[src/rtl/panda_pkg.sv]
// Shared types for the panda memory arbiter: owner encoding used for
// response routing and round-robin history.
package panda_pkg;

  typedef enum logic {
    OwnerInstr = 1'b0,
    OwnerData  = 1'b1
  } owner_e;

endpackage

[src/rtl/panda_arb_2way.sv]
// Two-requester grant logic, one-hot output (bit 0 = instr, bit 1 = data).
// Round robin on conflict when PANDA_ARB_RR_EN is defined, else data wins.
module panda_arb_2way
  import panda_pkg::*;
(
  input  logic       req_instr,
  input  logic       req_data,
`ifdef PANDA_ARB_RR_EN
  input  owner_e     last_winner,
`endif
  output logic [1:0] gnt
);

  always_comb begin
    gnt = 2'b00;
    if (req_instr && req_data) begin
`ifdef PANDA_ARB_RR_EN
      // Hand the conflict to whichever port did not win most recently.
      if (last_winner == OwnerData) begin
        gnt = 2'b01;
      end else begin
        gnt = 2'b10;
      end
`else
      gnt = 2'b10;
`endif
    end else if (req_instr) begin
      gnt = 2'b01;
    end else if (req_data) begin
      gnt = 2'b10;
    end
  end

endmodule

[src/rtl/panda_mem_arbiter.sv]
// Arbitrates an instruction-fetch port and a load/store port onto one
// single-port RAM. Optional round-robin conflict policy: PANDA_ARB_RR_EN.
module panda_mem_arbiter
  import panda_pkg::*;
#(
  parameter int AddrWidth = 32,
  parameter int DataWidth = 32
) (
  input  logic                   clk_i,
  input  logic                   rst_i,

  input  logic                   instr_req_i,
  input  logic [AddrWidth-1:0]   instr_addr_i,
  output logic                   instr_gnt_o,
  output logic                   instr_rvalid_o,
  output logic [DataWidth-1:0]   instr_rdata_o,

  input  logic                   data_req_i,
  input  logic [AddrWidth-1:0]   data_addr_i,
  input  logic [DataWidth/8-1:0] data_we_i,
  input  logic [DataWidth-1:0]   data_wdata_i,
  output logic                   data_gnt_o,
  output logic                   data_rvalid_o,
  output logic [DataWidth-1:0]   data_rdata_o,

  output logic                   mem_ce_o,
  output logic [DataWidth/8-1:0] mem_we_o,
  output logic [AddrWidth-1:0]   mem_addr_o,
  output logic [DataWidth-1:0]   mem_wdata_o,
  input  logic [DataWidth-1:0]   mem_rdata_i,

  output logic [31:0]            conflict_cnt_o
);

  localparam int StrbWidth = DataWidth / 8;

  logic [1:0]  arb_gnt;
  logic        instr_gnt;
  logic        data_gnt;
  logic        resp_valid;
  owner_e      resp_owner;
  logic [31:0] conflict_cnt;
`ifdef PANDA_ARB_RR_EN
  owner_e      last_winner;
`endif

  panda_arb_2way u_arb (
    .req_instr   (instr_req_i),
    .req_data    (data_req_i),
`ifdef PANDA_ARB_RR_EN
    .last_winner (last_winner),
`endif
    .gnt         (arb_gnt)
  );

  // Reset masks grants so nothing reaches the RAM while it is held.
  assign instr_gnt = arb_gnt[0] & ~rst_i;
  assign data_gnt  = arb_gnt[1] & ~rst_i;

  assign instr_gnt_o = instr_gnt;
  assign data_gnt_o  = data_gnt;

  assign mem_ce_o    = instr_gnt | data_gnt;
  assign mem_addr_o  = data_gnt ? data_addr_i : instr_addr_i;
  assign mem_wdata_o = data_wdata_i;
  assign mem_we_o    = data_gnt ? data_we_i : {StrbWidth{1'b0}};

  // Reset in the response cycle drops the pending response outright.
  assign instr_rvalid_o = resp_valid & (resp_owner == OwnerInstr) & ~rst_i;
  assign data_rvalid_o  = resp_valid & (resp_owner == OwnerData) & ~rst_i;
  assign instr_rdata_o  = mem_rdata_i;
  assign data_rdata_o   = mem_rdata_i;

  assign conflict_cnt_o = conflict_cnt;

  always_ff @(posedge clk_i) begin
    if (rst_i) begin
      resp_valid   <= 1'b0;
      resp_owner   <= OwnerInstr;
      conflict_cnt <= 32'd0;
    end else begin
      resp_valid <= instr_gnt | data_gnt;
      resp_owner <= data_gnt ? OwnerData : OwnerInstr;
      if (instr_req_i && data_req_i) begin
        conflict_cnt <= conflict_cnt + 32'd1;
      end
    end
  end

`ifdef PANDA_ARB_RR_EN
  always_ff @(posedge clk_i) begin
    if (rst_i) begin
      last_winner <= OwnerInstr;
    end else if (instr_gnt || data_gnt) begin
      last_winner <= data_gnt ? OwnerData : OwnerInstr;
    end
  end
`endif

endmodule

[config.mk]
export PLATFORM = sky130hd
export DESIGN_NAME = panda_mem_arbiter
export DESIGN_NICKNAME = d
export VERILOG_FILES = /design/src/rtl/panda_pkg.sv /design/src/rtl/panda_arb_2way.sv /design/src/rtl/panda_mem_arbiter.sv
export SDC_FILE = /design/constraint.sdc
export NUM_CORES = 1
export LEC_CHECK = 0
export CORE_AREA = 2 2 117 119
export DETAILED_ROUTE_END_ITERATION = 8
export DIE_AREA = 0 0 119 121
export SLEW_MARGIN = 20
export SYNTH_ARGS = -nofsm -noshare
export SYNTH_HDL_FRONTEND = slang
export SYNTH_HIERARCHICAL = 1
export SYNTH_SLANG_ARGS = --single-unit
[constraint.sdc]
create_clock -name clk_i -period 4.9 [get_ports clk_i]
set_input_delay 0.49 -clock clk_i [delete_from_list [all_inputs] [get_ports clk_i]]
set_output_delay 0.49 -clock clk_i [all_outputs]
set_load 0.02 [all_outputs]
[Word-level counts from Yosys, hierarchy flattened]
Cells that the tools add are included.
Widths: inputs -> output; s select.
Storage, ports and cells
  register bits: 34
  input port bits: 136
  output and inout bits: 169
  logic and storage cells: 20
Operators by class
  add/subtract/negate cells: 1
  muxes and demuxes: 6
  bitwise logic cells: 9
  reductions and logical operators: 1
Operators by type and width (count)
  $add 32x1->32 const B: 1
  $mux 32: 1
  $and 1x1->1: 6
  $mux 2: 3
  $mux 4: 1
  $not 1->1: 2
  $logic_and 1x1->1: 1
  $mux 1: 1
  $or 1x1->1: 1

[Logic depth before layout (Yosys ltp)]
  depth in word-level cells: 5
  depth in mapped cells: 8
  gate-level depth less buffers: 5

[Modules after synthesis]
Netlist, hierarchy kept.
By module, submodules not included
  panda_mem_arbiter: times used 1, cells an instance 394, area each 2786.4 um^2, sequential area each 680.7 um^2
  panda_arb_2way: times used 1, cells an instance 2, area each 10.0 um^2, sequential area each 0.0 um^2

[Least setup slack after synthesis]
OpenSTA, ideal clock, no wires.
  path kind: input-to-output
  from: input port rst_i
  to: output port mem_addr_o[12]
  arrival: 1.584 ns
  required time: 4.410 ns
  slack: 2.826 ns
  cell stages on the path: 7
  buffers on the path: 3
  cells stage by stage: nand2b_1 clkbuf_1 inv_1 clkbuf_1 clkbuf_1 nand2_1 nand2_1
Between the ends
  word-level cells in the longest chain between the ends: 3
Ends and longest elaborated chain
  from (decl): RTL line panda_mem_arbiter.sv:10  | input logic rst_i,
  $not 1->1: RTL line panda_mem_arbiter.sv:58  | assign data_gnt = arb_gnt[1] & ~rst_i;
  $and 1x1->1: RTL line panda_mem_arbiter.sv:58
  $mux 32: RTL line panda_mem_arbiter.sv:64  | assign mem_addr_o = data_gnt ? data_addr_i : instr_addr_i;
  to (decl): RTL line panda_mem_arbiter.sv:28  | output logic [AddrWidth-1:0] mem_addr_o,
Every way passes these cells.

[Worst setup path after layout]
  from: input port data_req_i
  to: output port mem_ce_o
Between the ends
  word-level cells in the longest chain between the ends: 5
  elaborated cells between the ends (all ways): 7
  those cells by class: mux: 3; bitwise: 3; reduce/logical: 1
Ends and longest elaborated chain
  from (decl): RTL line panda_mem_arbiter.sv:18  | input logic data_req_i,
  $mux 2: RTL line panda_arb_2way.sv:29  | end else if (req_data) begin
  $mux 2: RTL line panda_arb_2way.sv:27  | end else if (req_instr) begin
  $mux 2 (*): RTL line panda_arb_2way.sv:16  | if (req_instr && req_data) begin
  $and 1x1->1: RTL line panda_mem_arbiter.sv:58
  $or 1x1->1 (*): RTL line panda_mem_arbiter.sv:63  | assign mem_ce_o = instr_gnt | data_gnt;
  to (decl): RTL line panda_mem_arbiter.sv:26  | output logic mem_ce_o,
Mark *: on every way between the ends. The rest lies on a longest branch, timed or not.

==> results.md <==
* CTS Buf Count at 5
* Hold buffers post-CTS at 0
* Post-synthesis cell area at 0.00280 sq mm
* Vias at 2,604
* Final wirelength at 8970 um
* Routed WL per cell at 14.7 um
* Hold-critical path depth at 2
* FILL cells at 1,399
* Area Growth Syn to Fin at 36.2%
* CTS tree: built
* Commonest non-fill, non-tap cell in the layout: clkdlybuf4s50_1
* Crit-path slowest cell: clkinv_1
* Max clock buf depth at 2
* Row count at 42
* Final core area utilization at 0.291
* Die area at 0.0144 sq mm
* Worst slack at placement at 1.19 ns
* Final Cycle Share at 0.816
* Post-cts sizing count at 0
* FF-to-FF setup slack at 2.82 ns
* RSZ-0062 raised after global routing: no
* Synth top area cells: buf_4 (26%), dfxtp_1 (24%), nand2_1 (15%)
* Crit-path cells: clkdlybuf4s50_1 > nand2b_1 > buf_4 > clkinv_1 > or2_2 > clkdlybuf4s50_1
* Critical path launch point type: primary input
* Initial antenna violation count at 0
* Most frequent cells in the layout: clkdlybuf4s50_1 (144), nand2_1 (109), dfxtp_1 (34)
* Clock transition at path regs at 0.05 ns
* Vias per std cell at 4.27
* DR pass1 iterations at 4
* Final hold violation count at 0
* Postcts setup bufs at 0
* Worst path max stage delay at 0.87 ns
* Final net count at 570
* Post-Syn Instances at 396
* Register area share after synthesis at 0.243
* Die H at 121 um
* Port Buf Inserts at about 140
* Worst min-delay path category: reg -> reg
* Diode count at 0
* Post-DP HPWL at 7210 um
* Max-Cap Viols at 0
* Drt first-iter violations at between 150 and 200
* Synthesized area per cell at 7.06 sq um
* Rel. slew slack at 0.335
* Max-slew violation count at 0
* Remaining DRCs at 0
* PwrDens at 207 mW/mm^2
* Reg area at slightly below 700 sq um
* Placed Cells at 602
* Fin cells at 610
* Global route overflow at 0
* VDD IR max at around 0.12 mV
* Slew @ Worst Pin at 0.992 ns
* Root buf cell: clkbuf_16
* H-tree levels at 2
* Area occupied by multi-input gates at 0.00129 sq mm
* Worst reg2reg path depth at 4
* Final worst path period need at 4.00 ns
* Clock Latency Late Sink at 0.28 ns
* Leak Pwr at approximately 0.0015 uW
* Setup tns final at 0 ns
* Final setup fails at 0
* Worst Setup Slack, final at 0.903 ns
* Synth warnings at 6
* Dominant cell type by area after synthesis: buf_4
* Crit path required time at 4.41 ns
* Routed Antenna Nets at 0
* CP endpoint kind: primary output
* Layout cells sized above 1 at 0.0392
* Fin Clk Skew at 0.00444 ns
* Synth unique cells at 35
* Die W at 119 um
* TritonCTS Sinks at 34
* Largest net degree at the start of global routing at 41
* Kind of critical path: in -> out
* FF+latch count, synth at 34
* Crit-path max FO at 39
* Gp weighted congestion at approximately 0.82
* Initial Utilization at 0.214
* Synth top area share at 0.263
* Synth Net Count at 533
* Max Fclk at approximately 250 MHz
* Core ar. at 0.0131 sq mm
* Status: completed
* Total GRT Usage at 0.119
* Top Ports at ~300
* First-pass GRT wire length at between 10,000 and 15,000 um
* Critical path data arrival time at 3.51 ns
* Most used cell, CP: clkdlybuf4s50_1
* Vias in the first global route at ~2,600
==> routing by layer <==
metal / wire (um) / part of all wire / track usage
met5: 0 / 0 / 0
met4: 81 / 0.0090 / 0.0260
met3: 930 / 0.10 / 0.0517
met2: 4530 / 0.51 / 0.214
met1: 3430 / 0.38 / 0.131
==> through the flow <==
step	power (uW)	hold WS, ns	area (sq um)
2_1_floorplan	473	0.559	2800
3_3_place_gp	479	0.473	3660
3_5_place_dp	480	0.499	3660
4_1_cts	797	0.506	3810
5_1_grt	819	0.548	3810
6_report	787	0.495	3810
==> cell families (layout without fill, tap and decap cells) <==
group,count (synthesis),count (layout),synth area share
AND/OR/NAND/NOR,196,196,0.339
buffers and inverters,119,157,0.295
flip-flops,34,34,0.243
AO/OA/AOI/OAI,28,28,0.0573
XOR/XNOR,12,12,0.0376
multiplexers,6,6,0.0237
adder cells (fa/ha/maj),1,1,0.00447
==> synthesized netlist by cell type <==
master,n
nand2_1,109
buf_4,98
dfxtp_1,34
nor2_1,18
a21oi_1,14
clkbuf_1,13
xor2_1,10
nand4_1,9
nand3_1,8
o31ai_1,8
or4_1,8
and3_1,7
nor2b_1,7
and2_1,6
o21ai_0,6
or3_1,6
and4_1,5
nor4_1,4
inv_1,3
mux2_2,3
buf_1,2
buf_2,2
mux2_1,2
or2_2,2
xnor2_1,2
and3b_1,1
buf_6,1
ha_1,1
mux2i_1,1
nand2_4,1
nand2b_1,1
nand3_2,1
nand4_4,1
nor3_1,1
nor3b_1,1
==> final timing paths <==
| kind | from | end |
|---|---|---|
| worst min-delay path | conflict_cnt_o[20]$_SDFFE_PP0P_ | conflict_cnt_o[20]$_SDFFE_PP0P_ |
| worst max-delay path | data_req_i | mem_ce_o |
| worst min register to register | conflict_cnt_o[20]$_SDFFE_PP0P_ | conflict_cnt_o[20]$_SDFFE_PP0P_ |
| worst max register to register | conflict_cnt_o[2]$_SDFFE_PP0P_ | conflict_cnt_o[31]$_SDFFE_PP0P_ |
==> sequential cells by signal (all words and copies together), names as in the netlist <==
register / count
conflict_cnt_o: 32
resp_owner: 1
resp_valid: 1
==> area by class of cell <==
class / count / area share
clock buffer: 7 / 0.0375
clock inverter: 1 / 0.00131
inverter: 3 / 0.00296
multi-input combinational: 243 / 0.339
sequential: 34 / 0.179
tap: 176 / 0.0578
timing repair buffer: 146 / 0.383
==> power by group <==
| group | internal, uW | switching, uW |
|---|---|---|
| Sequential | 279 | 2.19 |
| Combinational | 106 | 85.1 |
| Clock | 201 | 114 |
| Total | 587 | 201 |
==> critical path: cells and delay by family <==
family                 cells  cell delay [ns]
buffers and inverters      4             2.26
and+or+nand+nor            2             0.73
Power figures use the tool's default switching activity.
